File: src/rtl/rf_scoreboard.sv
// Parametrised register file with per-register pending scoreboard, pending count and debug window.
// Optional macro RF_BYPASS_EN enables same-cycle write-to-read forwarding.
module rf_scoreboard #(
  parameter int XLEN  = 32,
  parameter int NREGS = 16,
  parameter int AW    = 5,
  parameter int NDBG  = 8
) (
  input  logic                       clk,
  input  logic                       reset_n,
  input  logic                       wen,
  input  logic [AW-1:0]              rd,
  input  logic [XLEN-1:0]            wdata,
  input  logic                       rsv_en,
  input  logic [AW-1:0]              rsv_rd,
  input  logic [AW-1:0]              rs1,
  input  logic [AW-1:0]              rs2,
  output logic [XLEN-1:0]            rdata1,
  output logic [XLEN-1:0]            rdata2,
  output logic                       rs1_busy,
  output logic                       rs2_busy,
  output logic [$clog2(NREGS):0]     pend_cnt,
  output logic [NDBG*XLEN-1:0]       dbg_regs
);

  localparam int IW = $clog2(NREGS);
  localparam int CW = IW + 1;

  logic [XLEN-1:0]  regs [NREGS];
  logic [NREGS-1:0] pending;
  logic [NREGS-1:0] pend_next;
  logic             wr_ok;
  logic             rsv_ok;
  logic             cnt_inc;
  logic             cnt_dec;
  logic [IW-1:0]    rd_i;
  logic [IW-1:0]    rsv_i;
  logic [IW-1:0]    rs1_i;
  logic [IW-1:0]    rs2_i;

  // Register 0 and anything beyond the implemented file are never addressable.
  function automatic logic addr_ok(input logic [AW-1:0] a);
    return (a != '0) && (int'(a) < NREGS);
  endfunction

  assign rd_i  = rd[IW-1:0];
  assign rsv_i = rsv_rd[IW-1:0];
  assign rs1_i = rs1[IW-1:0];
  assign rs2_i = rs2[IW-1:0];

  assign wr_ok  = wen && addr_ok(rd);
  assign rsv_ok = rsv_en && addr_ok(rsv_rd);

  // A reserve on the register being written keeps it pending: the new producer replaces the old.
  assign cnt_inc = rsv_ok && !pending[rsv_i];
  assign cnt_dec = wr_ok && pending[rd_i] && !(rsv_ok && (rsv_i == rd_i));

  always_comb begin
    pend_next = pending;
    if (wr_ok)
      pend_next[rd_i] = 1'b0;
    if (rsv_ok)
      pend_next[rsv_i] = 1'b1;
  end

  always_ff @(posedge clk) begin
    if (!reset_n) begin
      for (int i = 0; i < NREGS; i++)
        regs[i] <= '0;
      pending  <= '0;
      pend_cnt <= '0;
    end else begin
      if (wr_ok)
        regs[rd_i] <= wdata;
      pending <= pend_next;
      if (cnt_inc && !cnt_dec)
        pend_cnt <= pend_cnt + CW'(1);
      else if (cnt_dec && !cnt_inc)
        pend_cnt <= pend_cnt - CW'(1);
    end
  end

  always_comb begin
    rdata1   = addr_ok(rs1) ? regs[rs1_i] : '0;
    rdata2   = addr_ok(rs2) ? regs[rs2_i] : '0;
    rs1_busy = addr_ok(rs1) && pending[rs1_i];
    rs2_busy = addr_ok(rs2) && pending[rs2_i];
`ifdef RF_BYPASS_EN
    if (wr_ok && (rd == rs1)) begin
      rdata1   = wdata;
      rs1_busy = rsv_ok && (rsv_rd == rs1);
    end
    if (wr_ok && (rd == rs2)) begin
      rdata2   = wdata;
      rs2_busy = rsv_ok && (rsv_rd == rs2);
    end
`endif
  end

  always_comb begin
    dbg_regs = '0;
    for (int i = 0; i < NDBG; i++)
      dbg_regs[i*XLEN +: XLEN] = regs[i];
  end

endmodule

File: config.mk
export PLATFORM = sky130hd
export DESIGN_NAME = rf_scoreboard
export DESIGN_NICKNAME = d
export VERILOG_FILES = /design/src/rtl/rf_scoreboard.sv
export SDC_FILE = /design/constraint.sdc
export NUM_CORES = 1
export LEC_CHECK = 0
export BUFFER_PORTS_ARGS = -buffer_cell sky130_fd_sc_hd__buf_2
export CELL_PAD_IN_SITES_DETAIL_PLACEMENT = 0
export CELL_PAD_IN_SITES_GLOBAL_PLACEMENT = 1
export CORE_AREA = 2 2 409 208
export CTS_CLUSTER_SIZE = 40
export DETAILED_ROUTE_END_ITERATION = 7
export DIE_AREA = 0 0 411 210
export PLACE_DENSITY = 0.64
export SETUP_SLACK_MARGIN = 0.15
export SLEW_MARGIN = 20
export SYNTH_ARGS = -nofsm -noshare
export SYNTH_HDL_FRONTEND = slang
export SYNTH_SLANG_ARGS = --single-unit
File: constraint.sdc
create_clock -name clk -period 4.7 [get_ports clk]
set_input_delay 0 -clock clk [delete_from_list [all_inputs] [get_ports clk]]
set_output_delay 0 -clock clk [all_outputs]
set_load 0.005 [all_outputs]
Yosys cells after proc, flatten, opt, wreduce, memory -nomap -nowiden
Memories as Yosys holds them, arrays and structs flattened.
Cells that the tools add are included.
- register bits after elaboration: 21
- bits in writable memories: 512
- input port bits: 56
- output and inout bits: 327
- word-level logic and storage cells: 70
- memories: 1
- memories (memory ; depth ; bits a word ; read ports ; clocked after Yosys merged registers in ; wr ports ; line ; source):
    regs ; 16 ; 32 ; 10 ; 0 ; 16 ; 29 ; logic [XLEN-1:0] regs [NREGS];
- $add $sub $neg: 2
- magnitude comparators: 10
- equality and inequality tests: 1
- muxes and demuxes: 25
- bitwise logic cells: 3
- reduce and logical (&&, ||, !) cells: 26
- operator list (cell ; number):
    32-bit 2-to-1 mux ; 3
    16-bit 2-to-1 mux ; 2
    32-bit OR reduction ; 1
    4-bit by 5-bit < comparator with 1-bit output (second input constant) ; 4
    5-bit < comparator (second input constant) ; 4
    5-bit nonzero test ; 4
    16-bit AND ; 1
    1-bit binary-select mux with 4-bit select ; 4
    1-bit logical AND ; 16
    16-bit NOT ; 1
    16-bit OR ; 1
    1-bit 2-to-1 mux ; 11
    5-bit 2-to-1 mux ; 2
    1-bit demux with 4-bit select ; 2
    4-bit by 1-bit >= comparator with 1-bit output (second input constant) ; 2
    5-bit by 1-bit adder with 5-bit output (second input constant) ; 1
    5-bit by 1-bit subtractor with 5-bit output (second input constant) ; 1
    4-bit == test ; 1
    1-bit zero test ; 4
    4-bit 2-to-1 mux ; 1
    2-bit nonzero test ; 1

Logic depth before layout (Yosys ltp)
Gate-level depths: netlist (run 1).
- depth in word-level cells: 9
- depth in mapped cells: 12
- mapped depth without buffers: 11

Worst setup path after synthesis (run 1)
No wires, ideal clock.
- path type: input to register
- from: input rd[3]
- to: memory regs[12][0] (enable)
- arrival: 2.909 ns
- data required time: 4.232 ns
- setup slack: 1.323 ns
- stages on the path: 4
- path buffers: 1
- cell sequence: clkbuf_1 or2_2 nand3_1 o21ai_0
- RTL lines (element ; line ; source):
    from (decl) ; 12 ; input logic [AW-1:0] rd,
    to (decl) ; 29 ;

Worst setup path after layout (run 1)
- from: register pending[3]
- to: register pend_cnt[4]
- cells in the longest elaborated chain, start to end: 7
- elaborated cells on any way between the ends: 14
- classes of those cells: mux (5); reduce/logical (9)
- ends and longest elaborated chain (element ; line ; source):
    from (decl) ; 30 ; logic [NREGS-1:0] pending;
    from (signal assigned) ; 75 ; pending <= pend_next;
    1-bit binary-select mux with 4-bit select, on equally long branches ; 56, 55 ;
    1-bit 2-to-1 mux, on equally long branches ; 56, 55 ;
    1-bit logical AND / 1-bit zero test (equally long branches) ; 56, 55 ;
    1-bit logical AND, on equally long branches ; 56, 55 ;
    1-bit zero test, on equally long branches ; 76, 78 ;
    1-bit logical AND, on equally long branches ; 76, 78 ;
    5-bit 2-to-1 mux / 2-bit nonzero test (equally long branches) ; -- ;
    to (signal assigned) ; 77 ; pend_cnt <= pend_cnt + CW'(1);
    to (signal assigned) ; 79 ; pend_cnt <= pend_cnt - CW'(1);
    to (decl) ; 22 ; output logic [$clog2(NREGS):0] pend_cnt,
Several ways; a longest one is shown, not always the timed one. The select of a mux whose other input is x is not followed.
A chain may end at the register's enable or synchronous reset.

==> results_tabular.tex, run 1 <==
\begin{tabular}{lr}
\hline
Metric & Value \\
\hline
\multicolumn{2}{l}{\textbf{Global route}} \\
Global-route wire length before repair & 161,000 microns \\
Grt total ovfl & 0 \\
Antenna violations before repair & 14 \\
Via count of the first global-routing pass & 20,238 \\
GRT Resource Usage Total & 0.264 \\
Pin count of the biggest net entering global routing & 61 \\
\multicolumn{2}{l}{\textbf{Synth}} \\
Async set-or-reset flop fraction in the synthesized netlist & 0 \\
Area fraction of the dominant cell type after synthesis & 0.534 \\
Post-synth top area cell & sky130\_fd\_sc\_hd\_\_edfxtp\_1 \\
Post-Syn Instances & 2,064 \\
Ys flop type & sky130\_fd\_sc\_hd\_\_edfxtp\_1 \\
Most numerous cell types in the synthesized netlist & 512 x sky130\_fd\_sc\_hd\_\_edfxtp\_1, 486 x sky130\_fd\_sc\_hd\_\_and2\_1, 205 x sky130\_fd\_sc\_hd\_\_mux4\_2 \\
Sequential element share of the synthesized area & 0.548 \\
Number of synthesized register bits & 533 \\
Yosys Warn Count & 0 \\
Top cells by area in the synthesized netlist & sky130\_fd\_sc\_hd\_\_edfxtp\_1 53\%, sky130\_fd\_sc\_hd\_\_mux4\_2 16\%, sky130\_fd\_sc\_hd\_\_and2\_1 11\%, sky130\_fd\_sc\_hd\_\_mux2i\_1 4.6\%, sky130\_fd\_sc\_hd\_\_nand2\_1 1.9\% \\
Number of synthesized flops with an enable pin & 512 \\
Distinct cells, synth & 44 \\
Post-synthesis instance area & 0.0288 sq mm \\
Mapped Avg Cell Area & 14.0 sq um \\
Top-count cell post-synth & sky130\_fd\_sc\_hd\_\_edfxtp\_1 \\
\multicolumn{2}{l}{\textbf{Run}} \\
Count of maximum capacitance violations & 0 \\
\multicolumn{2}{l}{\textbf{CTS}} \\
Clock transition at the register clock pins on the worst setup and hold paths after CTS & 0.07 ns \\
Maximum number of buffers from clock root to sink & 3 \\
Clock sinks & 533 \\
Post-cts repair resize count & 0 \\
Post-cts hold buffer count & 42 \\
Clock insertion delay at the later pin of the skew report & 0.63 ns \\
Deepest level of the CTS H-tree & 2 \\
Clock tree from TritonCTS & built \\
Number of CTS-inserted buffers & 55 \\
Root cell of the clock tree & sky130\_fd\_sc\_hd\_\_clkbuf\_16 \\
Buffer count from post-CTS setup fixing & 0 \\
\multicolumn{2}{l}{\textbf{Floorplan}} \\
I/O pin total & 383 \\
Die span in x & 411 microns \\
Die height & 210 microns \\
Starting density of the core & 0.347 \\
Floorplan die area & 0.0863 sq mm \\
CORE AREA & 0.0830 sq mm \\
Site row count & 75 \\
\multicolumn{2}{l}{\textbf{Power and ir drop}} \\
Pwr Density & 347 mW/mm\^{}2 \\
Leakage power summed over all cells & 0.0126 uW \\
VDD IR max & 0.291 mV \\
\multicolumn{2}{l}{\textbf{STA}} \\
Final-layout setup total negative slack & 0 ns \\
Worst-Margin Slew & 1.17 ns \\
Final number of hold-violating endpoints & 0 \\
Final setup vio count & 0 \\
Max-Slew Margin vs Limit & 0.219 \\
Worst hold margin & 0.0781 ns \\
Period Utilization, post-route & 0.657 \\
Number of pins with negative max-slew slack in the final report & 0 \\
Period minus WS final & 3.09 ns \\
Achievable clock frequency & 0.324 GHz \\
Maximum clock skew at final layout & 0.00565 ns \\
RSZ-0062 raised after global routing & false \\
\multicolumn{2}{l}{\textbf{Drt}} \\
Number of iterations in the first detailed-routing pass & 5 \\
Number of vias per cell & 5.79 \\
DRC violation count after routing & 0 \\
Post-DR wirelength/cell & 32.3 microns \\
Via count & 20,829 \\
Antenna Nets Post-Route & 0 \\
Starting DRT DRC Count & 2,457 \\
Final routed wirelength across all metal layers & 116,000 microns \\
\multicolumn{2}{l}{\textbf{Placed design}} \\
Instance area after placement & 0.0321 sq mm \\
IO buf count & 382 \\
Global placer's final weighted congestion & 0.880 \\
Hpwl dp & 77,200 microns \\
\multicolumn{2}{l}{\textbf{Layout}} \\
Layout overhead on the synthesized area & 19.5\% \\
Multi-input logic area & 0.0125 sq mm \\
\# nets final & 2,495 \\
Number of inserted filler cells in the final layout & 7,748 \\
Combined flip-flop and latch cell area & 0.0158 sq mm \\
Final standard cell area without fillers & 0.0344 sq mm \\
Finished Core Util & 0.415 \\
Share of cells above drive strength 1 & 0.310 \\
\multicolumn{2}{l}{\textbf{Run status}} \\
Outcome & completed \\
\multicolumn{2}{l}{\textbf{Min path}} \\
Worst hold path class & in -> reg \\
\multicolumn{2}{l}{\textbf{Setup path}} \\
Crit path arrival time & 3.65 ns \\
Largest driver fanout on the critical path & 5 \\
Startpoint class of the critical path & flip-flop \\
Data required time at the worst endpoint & 5.26 ns \\
Classification of the worst setup path & reg -> reg \\
Critical Path End Type & flip-flop \\
\hline
\end{tabular}
## critical path, stage by stage, from the launching register on
cell and delay, ns:
sky130_fd_sc_hd__dfxtp_1 0.34, sky130_fd_sc_hd__mux4_2 0.47, sky130_fd_sc_hd__nor2b_1 0.14, sky130_fd_sc_hd__o41ai_1 0.42, sky130_fd_sc_hd__ha_1 0.27, sky130_fd_sc_hd__inv_1 0.11, sky130_fd_sc_hd__fa_1 0.42, sky130_fd_sc_hd__a21o_1 0.21
sky130_fd_sc_hd__a21oi_1 0.20, sky130_fd_sc_hd__mux2i_1 0.23, sky130_fd_sc_hd__mux2i_1 0.18
## sequential cells by signal (all words and copies together) (netlist names)
signal	count
pend_cnt	5
regs	512
pending	16
## stage by stage
stage / total power [uW] / instances / setup slack (ns)
floorplan: 6600 / 2095 / 1.32
global placement: 7440 / 3445 / 1.61
detailed placement: 7460 / 3448 / 1.64
CTS: 12000 / 3593 / 1.63
global route: 12300 / 3596 / 1.43
finish: 12000 / 3598 / 1.61
## cell families after synthesis
| family | after synthesis | share of synthesized area |
|---|---|---|
| AND/OR/NAND/NOR | 767 | 0.151 |
| flip-flops | 533 | 0.548 |
| multiplexers | 338 | 0.206 |
| buffers and inverters | 213 | 0.0344 |
| AO/OA/AOI/OAI | 201 | 0.0551 |
| XOR/XNOR | 6 | 0.00182 |
| adder cells (fa/ha/maj) | 5 | 0.00243 |
| other | 1 | 0.000130 |
## layout make-up
cell class	count	share of cell area
Clock buffer	71	0.0436
Antenna cell	2	0.000145
Multi-Input combinational cell	1349	0.362
Inverter	17	0.00185
Sequential cell	533	0.459
Clock inverter	32	0.00875
Timing Repair Buffer	478	0.0847
Tap cell	1116	0.0405
## per-layer routing
layer  vias to the layer above  wire [microns]  global-route usage  share of wire
li1                       8638               -                   -              -
met2                      1246           49100               0.372           0.42
met5                         -               0                   0              0
met3                       134           12600              0.0642           0.11
met1                     10811           52600               0.410           0.45
met4                         0            1920              0.0537          0.017
## final timing paths
kind                            slack, ns  depth (start not counted)                     start                       end
worst min register to register       0.47                          2  pend_cnt[4]$_SDFFE_PN0P_  pend_cnt[4]$_SDFFE_PN0P_
worst max-delay path                 1.61                         10     pending[3]$_SDFF_PN0_  pend_cnt[4]$_SDFFE_PN0P_
worst min-delay path                 0.08                          5                     rd[4]     pending[5]$_SDFF_PN0_
worst max register to register       1.61                         10     pending[3]$_SDFF_PN0_  pend_cnt[4]$_SDFFE_PN0P_
## placed cells by master (no fill, tap or decap), types with 4 or more instances in the layout
cell type                       netlist  final
sky130_fd_sc_hd__edfxtp_1           512    512
sky130_fd_sc_hd__and2_1             486    485
sky130_fd_sc_hd__buf_2               36    378
sky130_fd_sc_hd__mux4_2             205    205
sky130_fd_sc_hd__nand2_1            144    143
sky130_fd_sc_hd__mux2i_1            133    133
sky130_fd_sc_hd__clkbuf_16            0     58
sky130_fd_sc_hd__o211ai_1            47     47
sky130_fd_sc_hd__buf_4               19     46
sky130_fd_sc_hd__nand4_1             44     44
sky130_fd_sc_hd__a32oi_1             43     43
sky130_fd_sc_hd__dlygate4sd3_1        0     42
sky130_fd_sc_hd__conb_1               1     32
sky130_fd_sc_hd__a22oi_1             24     24
sky130_fd_sc_hd__a22o_1              23     23
sky130_fd_sc_hd__and3_1              23     23
sky130_fd_sc_hd__a221o_1             23     23
sky130_fd_sc_hd__dfxtp_1             21     21
sky130_fd_sc_hd__clkinv_2             0     18
sky130_fd_sc_hd__inv_1               17     16
sky130_fd_sc_hd__nor2_4               0     15
sky130_fd_sc_hd__o21ai_4              0     14
sky130_fd_sc_hd__o22ai_1             14     14
sky130_fd_sc_hd__nor2_1              28     13
sky130_fd_sc_hd__clkbuf_1           125     13
sky130_fd_sc_hd__nand3_1             11     11
sky130_fd_sc_hd__nor2b_1             14      9
sky130_fd_sc_hd__buf_12               0      6
sky130_fd_sc_hd__nand2b_1             5      5
sky130_fd_sc_hd__xor2_1               5      5
sky130_fd_sc_hd__bufinv_16            0      5
sky130_fd_sc_hd__clkinv_1             0      5
sky130_fd_sc_hd__nor2b_4              0      4
sky130_fd_sc_hd__ha_1                 4      4
sky130_fd_sc_hd__buf_16               0      4
## report_power, final
group | internal [uW] | leakage [uW] | total, uW | switching [uW]
Combinational | 688 | 0.00668 | 1740 | 1050
Sequential | 5480 | 0.00506 | 5670 | 188
Clock | 2530 | 0.000899 | 4560 | 2030
Total | 8700 | 0.0126 | 12000 | 3270
No activity file was read; power rests on OpenSTA's default activity.
==> run 2, diff against run 1 <==
==> constraint.sdc (replaced) <==
create_clock -name clk -period 3.15 [get_ports clk]
set_input_delay 0 -clock clk [delete_from_list [all_inputs] [get_ports clk]]
set_output_delay 0 -clock clk [all_outputs]
set_load 0.005 [all_outputs]
==> run 2 against run 1 <==
Global-route usage grew 0.10 points. Power is 47% higher. Combinational power grew 52%. Maximum frequency is 11% higher. Non-clock buffer count rose by 37. Critical path depth unchanged. Sequential power up 49%. Register-to-register slack worse by 1.3 ns. Flip-flop and latch count unchanged. Clock skew increased by 0.0048 ns.
==> results_tabular.tex, run 2 (synthesis results as in run 1) <==
\begin{tabular}{lr}
\hline
Metric & Value \\
\hline
\multicolumn{2}{l}{\textbf{CTS}} \\
Clock transition at the register clock pins on the worst setup and hold paths after CTS & 0.07 ns \\
Clock insertion delay at the later pin of the skew report & 0.63 ns \\
Maximum number of buffers from clock root to sink & 3 \\
Root cell of the clock tree & sky130\_fd\_sc\_hd\_\_clkbuf\_16 \\
Number of CTS-inserted buffers & 55 \\
Deepest level of the CTS H-tree & 2 \\
Buffer count from post-CTS setup fixing & 0 \\
Clock sinks & 533 \\
Clock tree from TritonCTS & built \\
\multicolumn{2}{l}{\textbf{Drt}} \\
DRC violation count after routing & 0 \\
Post-DR wirelength/cell & 32.1 microns \\
Final routed wirelength across all metal layers & 116,000 microns \\
Antenna Nets Post-Route & 0 \\
Via count & 21,024 \\
Number of vias per cell & 5.79 \\
Number of iterations in the first detailed-routing pass & 5 \\
Starting DRT DRC Count & 2,770 \\
\multicolumn{2}{l}{\textbf{STA}} \\
Maximum clock skew at final layout & 0.0105 ns \\
Final setup vio count & 0 \\
Max-Slew Margin vs Limit & 0.267 \\
Final number of hold-violating endpoints & 0 \\
RSZ-0062 raised after global routing & false \\
Worst-Margin Slew & 1.10 ns \\
Achievable clock frequency & 0.358 GHz \\
Final setup margin & 0.358 ns \\
Number of pins with negative max-slew slack in the final report & 0 \\
Period minus WS final & 2.79 ns \\
Period Utilization, post-route & 0.887 \\
\multicolumn{2}{l}{\textbf{Floorplan}} \\
Site row count & 75 \\
Starting density of the core & 0.347 \\
CORE AREA & 0.0830 sq mm \\
Die span in x & 411 microns \\
Die height & 210 microns \\
Floorplan die area & 0.0863 sq mm \\
I/O pin total & 383 \\
\multicolumn{2}{l}{\textbf{Layout}} \\
Count of placed standard cells in the final layout, fillers left out & 3,630 \\
Combined flip-flop and latch cell area & 0.0158 sq mm \\
Number of inserted filler cells in the final layout & 7,686 \\
Antenna fix cells & 0 \\
Multi-input logic area & 0.0125 sq mm \\
Commonest non-fill, non-tap cells in the layout & 512 x sky130\_fd\_sc\_hd\_\_edfxtp\_1, 486 x sky130\_fd\_sc\_hd\_\_and2\_1, 378 x sky130\_fd\_sc\_hd\_\_buf\_2 \\
Largest register by flop count & regs \\
\# nets final & 2,532 \\
Layout overhead on the synthesized area & 20.1\% \\
Leading registers by flop count & regs: 512 flops, pending: 16 flops, pend\_cnt: 5 flops \\
Share of cells above drive strength 1 & 0.321 \\
Largest register FFs & 512 \\
Leading cell type in the layout, fill and taps excluded & sky130\_fd\_sc\_hd\_\_edfxtp\_1 \\
\multicolumn{2}{l}{\textbf{Setup path}} \\
Data required time at the worst endpoint & 3.72 ns \\
Startpoint class of the critical path & flip-flop \\
Largest driver fanout on the critical path & 5 \\
Crit path arrival time & 3.36 ns \\
Classification of the worst setup path & reg -> reg \\
Critical Path End Type & flip-flop \\
\multicolumn{2}{l}{\textbf{Global route}} \\
Global-route wire length before repair & 162,000 microns \\
Via count of the first global-routing pass & 20,395 \\
GRT Resource Usage Total & 0.265 \\
Antenna violations before repair & 9 \\
Pin count of the biggest net entering global routing & 51 \\
Grt total ovfl & 0 \\
\multicolumn{2}{l}{\textbf{Placed design}} \\
Hpwl dp & 80,200 microns \\
Global placer's final weighted congestion & 0.896 \\
IO buf count & 382 \\
Placed Instances & 3,490 \\
Pre-CTS setup slack & 0.0565 ns \\
\multicolumn{2}{l}{\textbf{Run}} \\
Count of maximum capacitance violations & 0 \\
\multicolumn{2}{l}{\textbf{Power and ir drop}} \\
Combinational cell fraction of total power & 0.150 \\
Seq pwr share & 0.481 \\
Sw Pwr & 4860 uW \\
Switching part of the total & 0.276 \\
Leakage power summed over all cells & 0.0128 uW \\
Pwr Density & 508 mW/mm\^{}2 \\
VDD IR max & 0.443 mV \\
Share of power burned in the clock network & 0.369 \\
Cell internal pwr & 12,700 uW \\
\multicolumn{2}{l}{\textbf{Min path}} \\
Worst hold path class & in -> reg \\
\multicolumn{2}{l}{\textbf{Run status}} \\
Outcome & completed \\
\hline
\end{tabular}
run 2: cell types whose count changed in the layout (fill, tap and decap cells not counted), moves of 3 or more:
cell                         before  now
sky130_fd_sc_hd__clkinv_2        18   15
sky130_fd_sc_hd__clkinvlp_4       0    3
sky130_fd_sc_hd__buf_12           6   12
sky130_fd_sc_hd__buf_16           4    0
sky130_fd_sc_hd__clkinv_1         5   11
sky130_fd_sc_hd__clkbuf_1        13    8
sky130_fd_sc_hd__buf_4           46   82
run 2: routing by layer:
| metal | vias to the layer above | part of all wire | global-route usage |
|---|---|---|---|
| li1 | 8724 | - | - |
| met2 | 1159 | 0.42 | 0.378 |
| met4 | 0 | 0.025 | 0.0671 |
| met1 | 10989 | 0.44 | 0.394 |
| met3 | 152 | 0.11 | 0.0783 |
| met5 | - | 0 | 0 |
run 2: power groups by stage:
stage / logic, uW / registers [uW] / clock network [uW]
after floorplan: 1300 / 8540 / 0
after global placement: 2590 / 8570 / 0
after detailed placement: 2580 / 8600 / 0
after CTS: 2630 / 8450 / 6580
after global routing: 2770 / 8500 / 6820
final: 2650 / 8460 / 6490
run 2: per-stage QoR:
| stage | instance area, sq um | hold slack [ns] | setup TNS, ns | util | power [uW] |
|---|---|---|---|---|---|
| 5_1_grt | 34600 | 0.0735 | 0 | 0.417 | 18100 |
| 3_5_place_dp | 32500 | 0.417 | 0 | 0.392 | 11200 |
| 6_report | 34600 | 0.0797 | 0 | 0.417 | 17600 |
| 3_3_place_gp | 32500 | 0.415 | 0 | 0.392 | 11200 |
| 4_1_cts | 34600 | 0.0292 | 0 | 0.417 | 17700 |
| 2_1_floorplan | 28900 | 0.198 | -41.82 | - | 9850 |
run 2: critical path: stages (launching register included):
cell and delay (ns):
sky130_fd_sc_hd__dfxtp_1 0.34, sky130_fd_sc_hd__mux4_2 0.48, sky130_fd_sc_hd__nor2b_1 0.15, sky130_fd_sc_hd__o41ai_2 0.24, sky130_fd_sc_hd__ha_2 0.27, sky130_fd_sc_hd__inv_1 0.11, sky130_fd_sc_hd__fa_2 0.37, sky130_fd_sc_hd__a21o_1 0.20
sky130_fd_sc_hd__a21oi_2 0.16, sky130_fd_sc_hd__mux2i_1 0.22, sky130_fd_sc_hd__mux2i_1 0.19
run 2: worst paths after layout:
check | from | cells past startpoint | slack, ns | to
worst max register to register | pending[3]$_SDFF_PN0_ | 10 | 0.36 | pend_cnt[4]$_SDFFE_PN0P_
worst min register to register | pend_cnt[4]$_SDFFE_PN0P_ | 2 | 0.47 | pend_cnt[4]$_SDFFE_PN0P_
worst min-delay path | rsv_rd[0] | 4 | 0.08 | pending[13]$_SDFF_PN0_
worst max-delay path | pending[3]$_SDFF_PN0_ | 10 | 0.36 | pend_cnt[4]$_SDFFE_PN0P_
run 2: area by class of cell:
| type | instances | share of cell area |
|---|---|---|
| timing repair buffer | 515 | 0.0922 |
| inverter | 17 | 0.00184 |
| clock inverter | 36 | 0.00784 |
| sequential | 533 | 0.456 |
| clock buffer | 64 | 0.0414 |
| tap | 1116 | 0.0403 |
| multi-input combinational | 1349 | 0.360 |
run 2: timing repair:
action	4_1_cts	5_1_grt
endpoints found under the setup margin	1	1
endpoints found under the hold margin	497	0
hold buffers	40	0
pin swaps	1	2
resized for setup	2	2
